===== src/rtl/execute_stage.sv =====
// Execute stage of the five-stage pipeline.
// Decodes the D/X instruction, bypasses operands from M and W, drives the
// external ALU, and registers the ALU outcome into the X/M latch together
// with any branch redirect.
module execute_stage (
    input  logic        clock,
    input  logic        reset,
    input  logic        in_valid,
    output logic        in_ready,
    input  logic [31:0] in_pc,
    input  logic [31:0] in_insn,
    input  logic [31:0] in_a,
    input  logic [31:0] in_b,
    input  logic        m_wr,
    input  logic [4:0]  m_rd,
    input  logic [31:0] m_data,
    input  logic        w_wr,
    input  logic [4:0]  w_rd,
    input  logic [31:0] w_data,
    input  logic        stall,
    input  logic        flush,
    output logic [31:0] alu_a,
    output logic [31:0] alu_b,
    output logic [4:0]  alu_op,
    output logic [4:0]  alu_shamt,
    input  logic [31:0] alu_result,
    input  logic        alu_ne,
    input  logic        alu_lt,
    input  logic        alu_ovf,
    output logic        out_valid,
    output logic [31:0] out_pc,
    output logic [31:0] out_result,
    output logic [31:0] out_store,
    output logic [4:0]  out_rd,
    output logic        out_wr,
    output logic        br_taken,
    output logic [31:0] br_target
);

    localparam logic [4:0] OP_RTYPE = 5'b00000;
    localparam logic [4:0] OP_BNE   = 5'b00010;
    localparam logic [4:0] OP_ADDI  = 5'b00101;
    localparam logic [4:0] OP_BLT   = 5'b00110;
    localparam logic [4:0] OP_SW    = 5'b00111;
    localparam logic [4:0] OP_LW    = 5'b01000;

    localparam logic [4:0] ALU_ADD  = 5'b00000;
    localparam logic [4:0] ALU_SUB  = 5'b00001;

    localparam logic [4:0] OVF_REG  = 5'd30;

    // Instruction fields
    logic [4:0]  opcode;
    logic [4:0]  rd;
    logic [4:0]  rs;
    logic [4:0]  rt;
    logic [4:0]  shamt;
    logic [4:0]  aluop;
    logic [31:0] imm;

    assign opcode = in_insn[31:27];
    assign rd     = in_insn[26:22];
    assign rs     = in_insn[21:17];
    assign rt     = in_insn[16:12];
    assign shamt  = in_insn[11:7];
    assign aluop  = in_insn[6:2];
    assign imm    = {{15{in_insn[16]}}, in_insn[16:0]};

    // Bypass: register zero reads 0, M is newer than W, otherwise regfile.
    function automatic logic [31:0] bypass(input logic [4:0] r, input logic [31:0] rf);
        if (r == 5'd0)
            return 32'd0;
        else if (m_wr && (m_rd == r))
            return m_data;
        else if (w_wr && (w_rd == r))
            return w_data;
        else
            return rf;
    endfunction

    logic is_rtype, is_addi, is_lw, is_sw, is_bne, is_blt, is_branch;

    assign is_rtype  = (opcode == OP_RTYPE);
    assign is_addi   = (opcode == OP_ADDI);
    assign is_lw     = (opcode == OP_LW);
    assign is_sw     = (opcode == OP_SW);
    assign is_bne    = (opcode == OP_BNE);
    assign is_blt    = (opcode == OP_BLT);
    assign is_branch = is_bne || is_blt;

    // Second source is rd for branches and stores (the value compared or
    // stored), rt for everything else; in_b carries whichever one it is.
    logic [4:0]  src2;
    logic [31:0] rs_val;
    logic [31:0] src2_val;

    assign src2     = (is_branch || is_sw) ? rd : rt;
    assign rs_val   = bypass(rs, in_a);
    assign src2_val = bypass(src2, in_b);

    assign in_ready = !stall;

    // ALU operand and opcode selection by instruction class
    always_comb begin
        alu_a     = 32'd0;
        alu_b     = 32'd0;
        alu_op    = ALU_ADD;
        alu_shamt = 5'd0;
        if (is_rtype) begin
            alu_a     = rs_val;
            alu_b     = src2_val;
            alu_op    = aluop;
            alu_shamt = shamt;
        end else if (is_addi || is_lw || is_sw) begin
            alu_a = rs_val;
            alu_b = imm;
        end else if (is_branch) begin
            alu_a  = src2_val;
            alu_b  = rs_val;
            alu_op = ALU_SUB;
        end
    end

    // Next X/M contents, including overflow redirection to r30
    logic        next_valid;
    logic [31:0] next_result;
    logic [31:0] next_store;
    logic [4:0]  next_rd;
    logic        next_wr;
    logic        next_taken;
    logic [31:0] next_target;

    always_comb begin
        logic [31:0] ovf_code;
        logic        writes;
        ovf_code = 32'd0;
        if (is_rtype && (aluop == ALU_ADD))
            ovf_code = 32'd1;
        else if (is_addi)
            ovf_code = 32'd2;
        else if (is_rtype && (aluop == ALU_SUB))
            ovf_code = 32'd3;

        writes      = is_rtype || is_addi || is_lw;
        next_valid  = in_valid && !flush;
        next_result = alu_result;
        next_rd     = writes ? rd : 5'd0;
        next_wr     = writes;
        next_store  = is_sw ? src2_val : 32'd0;
        next_target = in_pc + 32'd1 + imm;
        next_taken  = (is_bne && alu_ne) || (is_blt && alu_lt);

        if (alu_ovf && (ovf_code != 32'd0)) begin
            next_result = ovf_code;
            next_rd     = OVF_REG;
            next_wr     = 1'b1;
        end

        if (!next_valid) begin
            next_wr    = 1'b0;
            next_taken = 1'b0;
        end
    end

    logic wr_q;
    logic taken_q;

    // X/M register: loads whenever not stalled, cleared asynchronously by reset
    always_ff @(posedge clock or posedge reset) begin
        if (reset) begin
            out_valid  <= 1'b0;
            out_pc     <= 32'd0;
            out_result <= 32'd0;
            out_store  <= 32'd0;
            out_rd     <= 5'd0;
            wr_q       <= 1'b0;
            taken_q    <= 1'b0;
            br_target  <= 32'd0;
        end else if (!stall) begin
            out_valid  <= next_valid;
            out_pc     <= in_pc;
            out_result <= next_result;
            out_store  <= next_store;
            out_rd     <= next_rd;
            wr_q       <= next_wr;
            taken_q    <= next_taken;
            br_target  <= next_target;
        end
    end

    assign out_wr   = wr_q && out_valid;
    assign br_taken = taken_q && out_valid;

endmodule


===== config.mk =====
export PLATFORM = sky130hd
export DESIGN_NAME = execute_stage
export DESIGN_NICKNAME = d
export VERILOG_FILES = /design/src/rtl/execute_stage.sv
export SDC_FILE = /design/constraint.sdc
export NUM_CORES = 1
export LEC_CHECK = 0
export BUFFER_PORTS_ARGS = -buffer_cell sky130_fd_sc_hd__buf_2
export CAP_MARGIN = 30
export CORE_AREA = 2 2 176 178
export DETAILED_ROUTE_END_ITERATION = 10
export DIE_AREA = 0 0 178 180
export PLACE_DENSITY_LB_ADDON = 0.08
export SLEW_MARGIN = 10
export SYNTH_ARGS = -nofsm -noshare
export SYNTH_HDL_FRONTEND = slang
export SYNTH_SLANG_ARGS = --single-unit

===== constraint.sdc =====
create_clock -name clock -period 6.9 [get_ports clock]
set_input_delay 0.69 -clock clock [delete_from_list [all_inputs] [get_ports clock]]
set_output_delay 0.69 -clock clock [all_outputs]
set_load 0.05 [all_outputs]

-- After elaboration in Yosys (flattened, before gate mapping)
Cells that the tools add are included.
- add/sub/neg operators: 2
- equality and inequality tests: 10
- multiplexer cells: 27
- reductions and logical operators: 26
- operators by type and width (cell ; number):
    32-bit 2-to-1 mux ; 14
    32-bit by 1-bit adder with 32-bit output (second input constant) ; 1
    32-bit adder ; 1
    32-bit nonzero test ; 1
    5-bit 2-to-1 mux ; 5
    5-bit == test ; 4
    5-bit zero test ; 4
    5-bit by 3-bit == test with 1-bit output (second input constant) ; 3
    1-bit logical AND ; 12
    1-bit logical OR ; 7
    2-bit 2-to-1 mux ; 3
    5-bit by 1-bit == test with 1-bit output (second input constant) ; 1
    5-bit by 2-bit == test with 1-bit output (second input constant) ; 1
    5-bit by 4-bit == test with 1-bit output (second input constant) ; 1
    1-bit 2-to-1 mux ; 5
    1-bit zero test ; 2
- register bits after elaboration: 136
- input port bits: 244

-- Logic depth before layout (Yosys ltp)
Gate-level depths: netlist (run 1).
- depth after elaboration: 12
- mapped depth: 12
- gate-level depth less buffers: 12

-- Least setup slack after synthesis (run 1)
OpenSTA, ideal clock, no wires.
- path kind: input-to-output
- start point: in in_insn[31]
- end point: out alu_b[25]
- required time: 6.210 ns
- stages on the path: 10
- setup slack: 2.597 ns
- arrival: 3.613 ns
- path buffers: 2
- path through: or3b_1 > o21ai_1 > a21oi_1 > or4b_4 > nor4_4 > buf_6 > buf_12 > mux2i_1 > nand2b_1 > a32oi_1
- word-level cells in the longest chain between the ends: 10
- ends and longest elaborated chain (item ; RTL line ; source):
    from (decl) ; 11 ; input logic [31:0] in_insn,
    5-bit by 2-bit == test with 1-bit output / 5-bit by 3-bit == test with 1-bit output (equally long branches) ; 87, 88 ;
    1-bit logical OR ; 89 ; assign is_branch = is_bne || is_blt;
    1-bit logical OR ; 97 ; assign src2 = (is_branch || is_sw) ? rd : rt;
    5-bit 2-to-1 mux ; 97 ;
    5-bit == test ; 75 ; else if (w_wr && (w_rd == r))
    1-bit logical AND ; 75 ;
    32-bit 2-to-1 mux ; 75 ;
    32-bit 2-to-1 mux ; 73 ; else if (m_wr && (m_rd == r))
    32-bit 2-to-1 mux ; 71 ; if (r == 5'd0)
    32-bit 2-to-1 mux * ; 109 ; if (is_rtype) begin
    to (decl) ; 23 ; output logic [31:0] alu_b,
Every way passes the cells marked *; elsewhere a longest branch is shown, timed or not.

-- Final worst setup path (run 1)
- start point: in in_insn[31]
- end point: out alu_b[31]
The elaborated chain is that of the path after synthesis.

==> results.yml, run 1 <==
detailed_routing:
  ant_nets: 0
  route.met3.wl_um: 3090
  highest_layer: "met5"
  viasPerCell: 5.41
  wl_per_cell_um: 21.8
  wl_um: 41000
  routed-via-count: 10188
  drc_errors: 0
  met2_length_um: 19900
  drt_first_pass_iters: 7
  met1_length_um: 16700
  drt_iter0_drc: 559
worst_setup_path:
  slowest_stage: "nor2_2"
  crit_top_cell: "buf_2"
  worstSetupStartpointType: "input pin"
  r2r-end: "br_target[19]"
  cp.arrival_ns: 4.23
  reg2reg_slack_ns: 5.97
  endpoint_kind: "output port"
  ff2ff_path_depth: 2
  r2r_start: "br_target[19]"
  startpoint: "in_insn[31]"
  cp_num_cells: 11
  worstPathCellList: "buf_2 > nor3b_4 > nand2_1 > nor4_1 > a21oi_1 > or4_2 > buf_4 > nor2_2 > a221oi_1 > a31oi_1 > buf_2"
  cp_max_fo: 66
  worst_ep_required_time_ns: 6.21
  crit_path_end: "alu_b[31]"
  slowest_delay_ns: 0.71
  cp_top_family: "simple AND/OR/NAND/NOR gates"
  worst-path-buf-inv: 3
  crit_type: "in2out"
pwr:
  peakVddDrop_mv: 0.172
  p_seq_share_pct: 32.3
  pwr_density_cell_nw_per_um2: 219
  leakage_uw: 0.00628
  p_comb_share_pct: 34.2
  intPower_uw: 1730
  clock_power_share_pct: 33.5
  p_switching_uw: 1100
  sw_frac_of_total_pct: 38.9
sta:
  timing.final.crit_share_pct: 71.3
  slew_headroom_pct: 39.5
  min_period_ns: 4.92
  max_freq_mhz: 203
  worst_pin_slew_ns: 0.900
  worst_slack_ns: 1.98
  finalHoldViolations: 0
  slew_viol_final: 0
  skew_ns: 0
  finalSetupTns_ns: 0
  setup_viol: 0
  rsz0062_at_grt: "false"
  holdWs_ns: 0.165
final_layout:
  layout-drive-gt1-share_pct: 40.5
  area_delta_synth_final_pct: 34.5
  fin_nets: 1744
  fill_cells: 3138
flow_run:
  maxCapViolations: 0
logic_synthesis:
  synth_edf_count: 0
  synth_area_um2: 9620
  synth_most_common_cell: "dfrtp_1"
  seq_area_frac_synth_pct: 35.4
  synth_top_area_share_pct: 35.4
  syn_area_per_cell_um2: 9.24
  ys_types: 66
  synth-async-reset-ratio_pct: 100
  synth_largest_area_cell: "dfrtp_1"
  synth_common_cells: "dfrtp_1, nand2_1, nor2_1"
  synth_nets: 1317
  postSynthCellCount: 1041
  ys.flop_type: "dfrtp_1"
  synth_warnings: 0
  synth-seq-cells: 136
  synthTopCellsByArea: "dfrtp_1, mux2_2, mux2i_1, a22o_1, ha_1"
die:
  dieHeight_um: 180
  io-pin-count: 455
  row_count: 64
  coreArea_um2: 30200
  die_w_um: 178
  dieArea_um2: 32000
  initial_core_util_pct: 31.9
clocking:
  postCtsHoldBufs: 0
  cts_root_buf: "clkbuf_16"
  clk_pin_slew_ns: 0.07
  cts_buffers: 17
  clk_latency_ns: 0.42
  htree_num_levels: 4
  cts_tree: "built"
  post-cts-setup-buffers: 0
  cts_buffer_depth: 2
  clock-sinks: 136
  cts_resized: 0
global_route:
  grt_pass1_vias: 10075
  grt-ovfl-total: 0
  antenna_found_initial: 14
  grt_pass1_wl_um: 60000
  grt_use_total_pct: 24.7
  grt_max_degree: 94
placed_design:
  routabilityCongestion: 0.889
  place_hpwl_um: 30700
  io_buffers: 454
  place_ws_ns: 2.03
status:
  status: "finished clean"
worst_hold_path:
  hold_path.class: "in2async"
-- registers in the layout, summed over array words and instances, names as in the netlist --
| register | cells |
|---|---|
| br_target | 32 |
| out_pc | 32 |
| out_rd | 5 |
| out_result | 32 |
| out_store | 32 |
| out_valid | 1 |
| taken_q | 1 |
| wr_q | 1 |
-- worst reg2reg max path, delay by kind of cell, from the launching register on --
family | cells | cell delay (ns)
AOI/OAI and AO/OA | 2 | 0.42
DFF | 1 | 0.38
-- power by group through the flow --
stage / clock (uW) / sequential, uW / combinational [uW]
6_report: 947 / 912 / 966
3_3_place_gp: 0 / 924 / 967
4_1_cts: 972 / 913 / 971
2_1_floorplan: 0 / 1200 / 389
3_5_place_dp: 0 / 927 / 968
5_1_grt: 1000 / 922 / 1030
-- cell families after synthesis --
family	count (synthesis)	synth area share (%)
buffers and inverters	88	3.76
adder cells (fa/ha/maj)	32	4.24
multiplexers	103	11.4
XOR/XNOR	33	3.01
flip-flops	136	35.4
AND/OR/NAND/NOR	302	15.3
AO/OA/AOI/OAI	347	26.9
-- cells in the final DEF (no fill, tap or decap), types with 19 or more instances in the layout --
cell      count
buf_2       453
dfrtp_1     136
nand2_1      93
nor2_1       84
a21oi_1      63
mux2i_1      52
mux2_2       51
a22o_1       49
o21ai_0      37
nand2b_1     35
a32o_1       32
ha_1         31
o211ai_1     21
inv_1        20
xor2_1       19
or2_2        19
a31oi_1      19
-- through the flow --
stage          std cells  total power [uW]  cell area [um^2]  util [%]
5_1_grt             1881              2950             12900      42.8
3_3_place_gp        1841              1890             12300      40.6
6_report            1883              2830             12900      42.8
3_5_place_dp        1843              1900             12300      40.7
4_1_cts             1874              2860             12900      42.6
2_1_floorplan       1041              1590              9620         -
-- layer usage --
layer / track usage [%] / up-vias
met1: 29.2 / 4927
met3: 7.19 / 78
met5: 0 / -
met2: 41.7 / 387
li1: - / 4782
met4: 9.97 / 14
-- cell type report --
cell class	count	area, um^2	area share, %
diodes	7	17.5	0.135
clock buffers	18	429	3.32
clock inverters	13	155	1.20
inverters	21	83.8	0.648
multi-input cells	817	5880	45.5
flip-flops and latches	136	3400	26.3
well taps	396	495	3.83
repair buffers	475	2470	19.1
-- how the worst min path moves through the flow --
stage                              from       endpoint  slack (ns)  cells past startpoint
final                             reset  out_result[5]        0.17                      2
after global routing              reset  out_result[5]        0.16                      2
after CTS                 alu_result[5]  out_result[5]        0.45                      2
after detailed placement   br_target[5]   br_target[5]        0.46                      2
after global placement    br_target[21]  br_target[21]        0.46                      2
after floorplan                 taken_q        taken_q        0.46                      1
No activity file was read; power rests on OpenSTA's default activity.
==> run 2: changes to the inputs <==
- CORE_AREA: 2 2 176 178 -> 2 2 178 180
- DIE_AREA: 0 0 178 180 -> 0 0 180 182
- clock period: 6.9 -> 4.78 ns (I/O delays scaled with it)
==> run 2 against run 1 <==
Count of clock-buffer cells in the layout unchanged. Critical path depth decreased by 1. Via count rose by 0.29%. Register-to-register slack lost 2.2 ns. Final cell count grew 0.80%. Combinational power is 45% higher. Design area rose by 0.86%. First-iteration DRC count shrank 4.8%. Global-route usage grew 0.44 points. Die area grew 2.2%. Largest power group is now clock. Flip-flop and latch count unchanged. Worst setup slack lost 1.2 ns.
==> results.yml, run 2 (synthesis gave the netlist of run 1 again) <==
pwr:
  leakage_uw: 0.00632
  pwr_density_cell_nw_per_um2: 322
  power_uw: 4200
  peakVddDrop_mv: 0.219
clocking:
  cts_root_buf: "clkbuf_16"
  clk_latency_ns: 0.42
  post-cts-setup-buffers: 0
  clk_pin_slew_ns: 0.06
  htree_num_levels: 4
  cts_resized: 0
  clock-sinks: 136
  cts_buffer_depth: 2
  cts_buffers: 17
  postCtsHoldBufs: 0
  cts_tree: "built"
worst_setup_path:
  worstSetupStartpointType: "input pin"
  worst_ep_required_time_ns: 4.30
  endpoint_kind: "output port"
  cp_max_fo: 64
  crit_type: "in2out"
  cp.arrival_ns: 3.56
sta:
  min_period_ns: 4.04
  worst_slack_ns: 0.744
  rsz0062_at_grt: "false"
  slew_viol_final: 0
  finalSetupTns_ns: 0
  worst_pin_slew_ns: 0.954
  finalHoldViolations: 0
  skew_ns: 0
  timing.final.crit_share_pct: 84.4
  setup_viol: 0
  slew_headroom_pct: 35.8
  max_freq_mhz: 248
final_layout:
  instances_no_fill: 1898
  fill_cells: 3203
  mostFrequentLayoutCells: "buf_2, dfrtp_1, nand2_1"
  area_delta_synth_final_pct: 35.7
  layout-drive-gt1-share_pct: 40.8
  fin_area_um2: 13000
  mostFrequentLayoutCell: "buf_2"
  fin_nets: 1749
detailed_routing:
  drt_iter0_drc: 532
  wl_um: 42500
  routed-via-count: 10218
  drc_errors: 0
  viasPerCell: 5.38
  drt_first_pass_iters: 5
  ant_nets: 0
  wl_per_cell_um: 22.4
die:
  dieArea_um2: 32800
  initial_core_util_pct: 31.0
  coreArea_um2: 31000
  die_w_um: 180
  io-pin-count: 455
  dieHeight_um: 182
  row_count: 65
placed_design:
  routabilityCongestion: 0.875
  io_buffers: 454
  place_ws_ns: 0.771
  place_hpwl_um: 31700
  place_inst: 1856
  placed_cell_area_um2: 12400
global_route:
  grt_use_total_pct: 25.1
  grt_pass1_wl_um: 62800
  grt-ovfl-total: 0
  grt_pass1_vias: 10111
  antenna_found_initial: 12
  grt_max_degree: 72
status:
  status: "finished clean"
worst_hold_path:
  hold_path.class: "in2async"
flow_run:
  maxCapViolations: 0
==> run 2: changes by cell type in the layout (fill, tap and decap cells not counted), sizes merged <==
cell,before,now
buf,475,480
diode,7,10
clkinv,6,4
inv,22,23
clkinvlp,3,4
bufinv,3,4
==> run 2: cell type report <==
type                            instances  area [um^2]  share of cell area (%)
Clock buffer                           18          439                    3.37
Antenna cell                           10         25.0                   0.192
Clock inverter                         14          198                    1.52
Tap cell                              402          503                    3.86
Timing Repair Buffer                  480         2510                    19.2
Inverter                               21         83.8                   0.643
Multi-Input combinational cell        817         5890                    45.1
Sequential cell                       136         3400                    26.1
==> run 2: routing by layer <==
layer / vias to the layer above / track usage [%] / part of all wire (%)
met5: - / 0 / 0.099
met4: 6 / 10.2 / 3.3
met1: 4871 / 31.1 / 41
met2: 475 / 41.5 / 48
met3: 67 / 6.74 / 7.5
li1: 4799 / - / -
==> run 2: final timing paths <==
check                           depth (start not counted)           start  slack [ns]             end
worst max register to register                          2   br_target[19]        3.81   br_target[19]
worst min register to register                          2   out_result[0]        0.48   out_result[0]
worst min-delay path                                    2           reset        0.09   out_result[3]
worst max-delay path                                   10     in_insn[31]        0.74        alu_b[5]
max in group asynchronous                               3           reset        3.61   br_target[27]
min in group clock                                      2  alu_result[16]        0.26  out_result[16]
==> run 2: critical path, stage by stage <==
cell	delay (ns)
buf_2	0.15
or3b_1	0.42
o21ai_0	0.35
a21oi_1	0.12
or4_2	0.71
buf_4	0.39
nor2_1	0.21
a21oi_2	0.07
a221o_1	0.40
buf_2	0.22
==> run 2: power breakdown <==
part / switching (uW) / internal [uW] / total [uW]
registers: 56.9 / 1260 / 1320
clock network: 582 / 893 / 1470
logic: 987 / 416 / 1400
==> run 2: per-stage QoR <==
| stage | hold WS (ns) | utilization [%] |
|---|---|---|
| 4_1_cts | 0.120 | 42.0 |
| 2_1_floorplan | 0.456 | - |
| 6_report | 0.0896 | 42.1 |
| 3_3_place_gp | 0.460 | 39.9 |
| 5_1_grt | 0.131 | 42.1 |
| 3_5_place_dp | 0.469 | 40.0 |
==> run 3: changes to the inputs <==
- ABC_AREA: default -> 1
- CORE_AREA: 2 2 178 180 -> 2 2 177 179
- DIE_AREA: 0 0 180 182 -> 0 0 179 181
- clock period: 4.78 -> 3.3 ns (I/O delays scaled with it)
==> run 3 against run 2 <==
Combinational power grew 54%. Largest cell class unchanged. Register-to-register slack lost 1.3 ns. Critical endpoint is now alu_a[11]. First-iteration DRC count grew 89%. Via count grew 29%. Critical path type unchanged.
==> results.yml, run 3 <==
global_route:
  grt_max_degree: 98
  grt-ovfl-total: 0
  antenna_found_initial: 15
  grt_use_total_pct: 29.7
  grt_pass1_wl_um: 73900
  grt_pass1_vias: 12761
worst_setup_path:
  crit_top_cell: "nand2_1"
  endpoint_kind: "output port"
  reg2reg_slack_ns: 2.55
  worstPathCellList: "buf_2 > nor2_2 > nand3_1 > nand3_2 > nand2_1 > nand2_1 > nand2_1 > nand2_1 > nor2_2 > nand3_2 > buf_12 > nor2_1 > nor2_1 > nand3_1 > nand2_1 > buf_2"
  crit_type: "in2out"
  ff2ff_path_depth: 1
  r2r-end: "out_result[13]"
  slowest_delay_ns: 0.30
  crit_path_end: "alu_a[11]"
  r2r_start: "out_result[13]"
  worstSetupStartpointType: "input pin"
  startpoint: "in_insn[29]"
  worst_ep_required_time_ns: 2.97
  cp_max_fo: 64
  slowest_stage: "buf_2"
  cp.arrival_ns: 2.60
die:
  coreArea_um2: 30300
  dieArea_um2: 32400
  io-pin-count: 455
  dieHeight_um: 181
  row_count: 64
  initial_core_util_pct: 34.5
  die_w_um: 179
detailed_routing:
  drt_iter0_drc: 1004
  drt_first_pass_iters: 6
  routed-via-count: 13188
  viasPerCell: 5.30
  drc_errors: 0
  wl_per_cell_um: 19.8
  ant_nets: 0
  wl_um: 49200
clocking:
  cts_buffers: 17
  cts_tree: "built"
  clock-sinks: 136
  clk_latency_ns: 0.44
  cts_buffer_depth: 2
  clk_pin_slew_ns: 0.07
  htree_num_levels: 4
  cts_root_buf: "clkbuf_16"
  post-cts-setup-buffers: 0
logic_synthesis:
  ys_types: 42
  synthTopCellsByArea: "dfrtp_1, nand2_1, nand3_1, nor2_1, nand4_1"
  synth_area_um2: 10500
  synth_most_common_cell: "nand2_1"
  syn_area_per_cell_um2: 6.35
  synth_edf_count: 0
  synth_largest_area_cell: "dfrtp_1"
  seq_area_frac_synth_pct: 32.5
  synth_top_area_share_pct: 32.5
  synth_nets: 1924
  synth_common_cells: "nand2_1, nand3_1, nor2_1"
  synth-async-reset-ratio_pct: 100
  ys.flop_type: "dfrtp_1"
  synth-seq-cells: 136
  postSynthCellCount: 1648
  synth_warnings: 0
sta:
  min_period_ns: 2.93
  rsz0062_at_grt: "false"
  timing.final.crit_share_pct: 88.8
  skew_ns: 0
  slew_headroom_pct: 46.4
  slew_viol_final: 0
  worst_pin_slew_ns: 0.802
  finalHoldViolations: 0
  setup_viol: 0
  max_freq_mhz: 341
  finalSetupTns_ns: 0
  worst_slack_ns: 0.369
final_layout:
  fin_area_um2: 13900
  seqCellArea_um2: 3400
  area_delta_synth_final_pct: 33.2
  mostFrequentLayoutCells: "nand2_1, buf_2, nand3_1"
  fin_nets: 2342
  layout-drive-gt1-share_pct: 26.5
  fill_cells: 3291
  mostFrequentLayoutCell: "nand2_1"
  multi_input_area_um2: 6270
pwr:
  pwr_density_cell_nw_per_um2: 437
  p_comb_share_pct: 35.4
  clock_power_share_pct: 33.4
  power_uw: 6090
  p_seq_share_pct: 31.1
  leakage_uw: 0.00807
  peakVddDrop_mv: 0.282
  sw_frac_of_total_pct: 42.0
  intPower_uw: 3530
  p_switching_uw: 2560
placed_design:
  placed_cell_area_um2: 13300
  routabilityCongestion: 0.930
  place_ws_ns: 0.423
  io_buffers: 454
  place_hpwl_um: 36500
flow_run:
  maxCapViolations: 0
worst_hold_path:
  hold_path.class: "in2reg"
status:
  status: "finished clean"
==> run 3: routing by layer <==
layer	vias up	wire, um	global-route usage, %
li1	6309	-	-
met1	6143	20300	38.0
met2	618	22900	48.7
met3	110	4200	6.06
met4	8	1760	12.4
met5	-	49	0
==> run 3: power groups by stage <==
stage	combinational [uW]	sequential, uW	clock (uW)
final	2160	1900	2040
after global routing	2320	1910	2150
after CTS	2160	1900	2070
after detailed placement	2150	1920	0
after global placement	2150	1920	0
after floorplan	906	2450	0
==> run 3: area by class of cell <==
class,instances,area share [%]
antenna,13,0.233
clock buffer,17,3.05
clock inverter,15,1.30
inverter,130,3.53
multi-input combinational,1297,45.0
sequential,136,24.4
tap,396,3.55
timing repair buffer,484,18.9
==> run 3: kinds of logic after synthesis <==
logic type	Yosys count	share of synthesized area, %
flops	136	32.5
xor+xnor	9	0.753
buf+inv	215	8.07
simple gates	1111	46.0
compound gates	145	8.73
fa+ha+maj	32	3.90
==> run 3: critical path, delay by kind of cell <==
kind	cells	cell delay, ns
buffers and inverters	3	0.72
and+or+nand+nor	13	1.52
==> run 3: what timing repair did <==
item / 4_1_cts / 5_1_grt
endpoints found under the hold margin: 13 / 0
hold buffers: 1 / 0
gates resized for setup: 0 / 0
endpoints found under the setup margin: 0 / 0
==> run 3: through the flow <==
step / utilization (%) / std cells / hold WS (ns)
3_5_place_dp: 43.8 / 2442 / 0.348
3_3_place_gp: 43.8 / 2442 / 0.343
6_report: 45.9 / 2488 / 0.108
5_1_grt: 45.9 / 2485 / 0.0951
2_1_floorplan: - / 1648 / 0.440
4_1_cts: 45.8 / 2475 / 0.0919
==> run 3: worst min-delay path by stage <==
stage	cells after the start	slack (ns)	from	endpoint
2_1_floorplan	2	0.44	in_pc[10]	out_pc[10]
3_3_place_gp	2	0.34	reset	out_result[24]
3_5_place_dp	2	0.35	reset	out_result[22]
4_1_cts	2	0.09	alu_result[25]	out_result[25]
5_1_grt	2	0.1	alu_result[5]	out_result[5]
6_report	2	0.11	alu_result[25]	out_result[25]
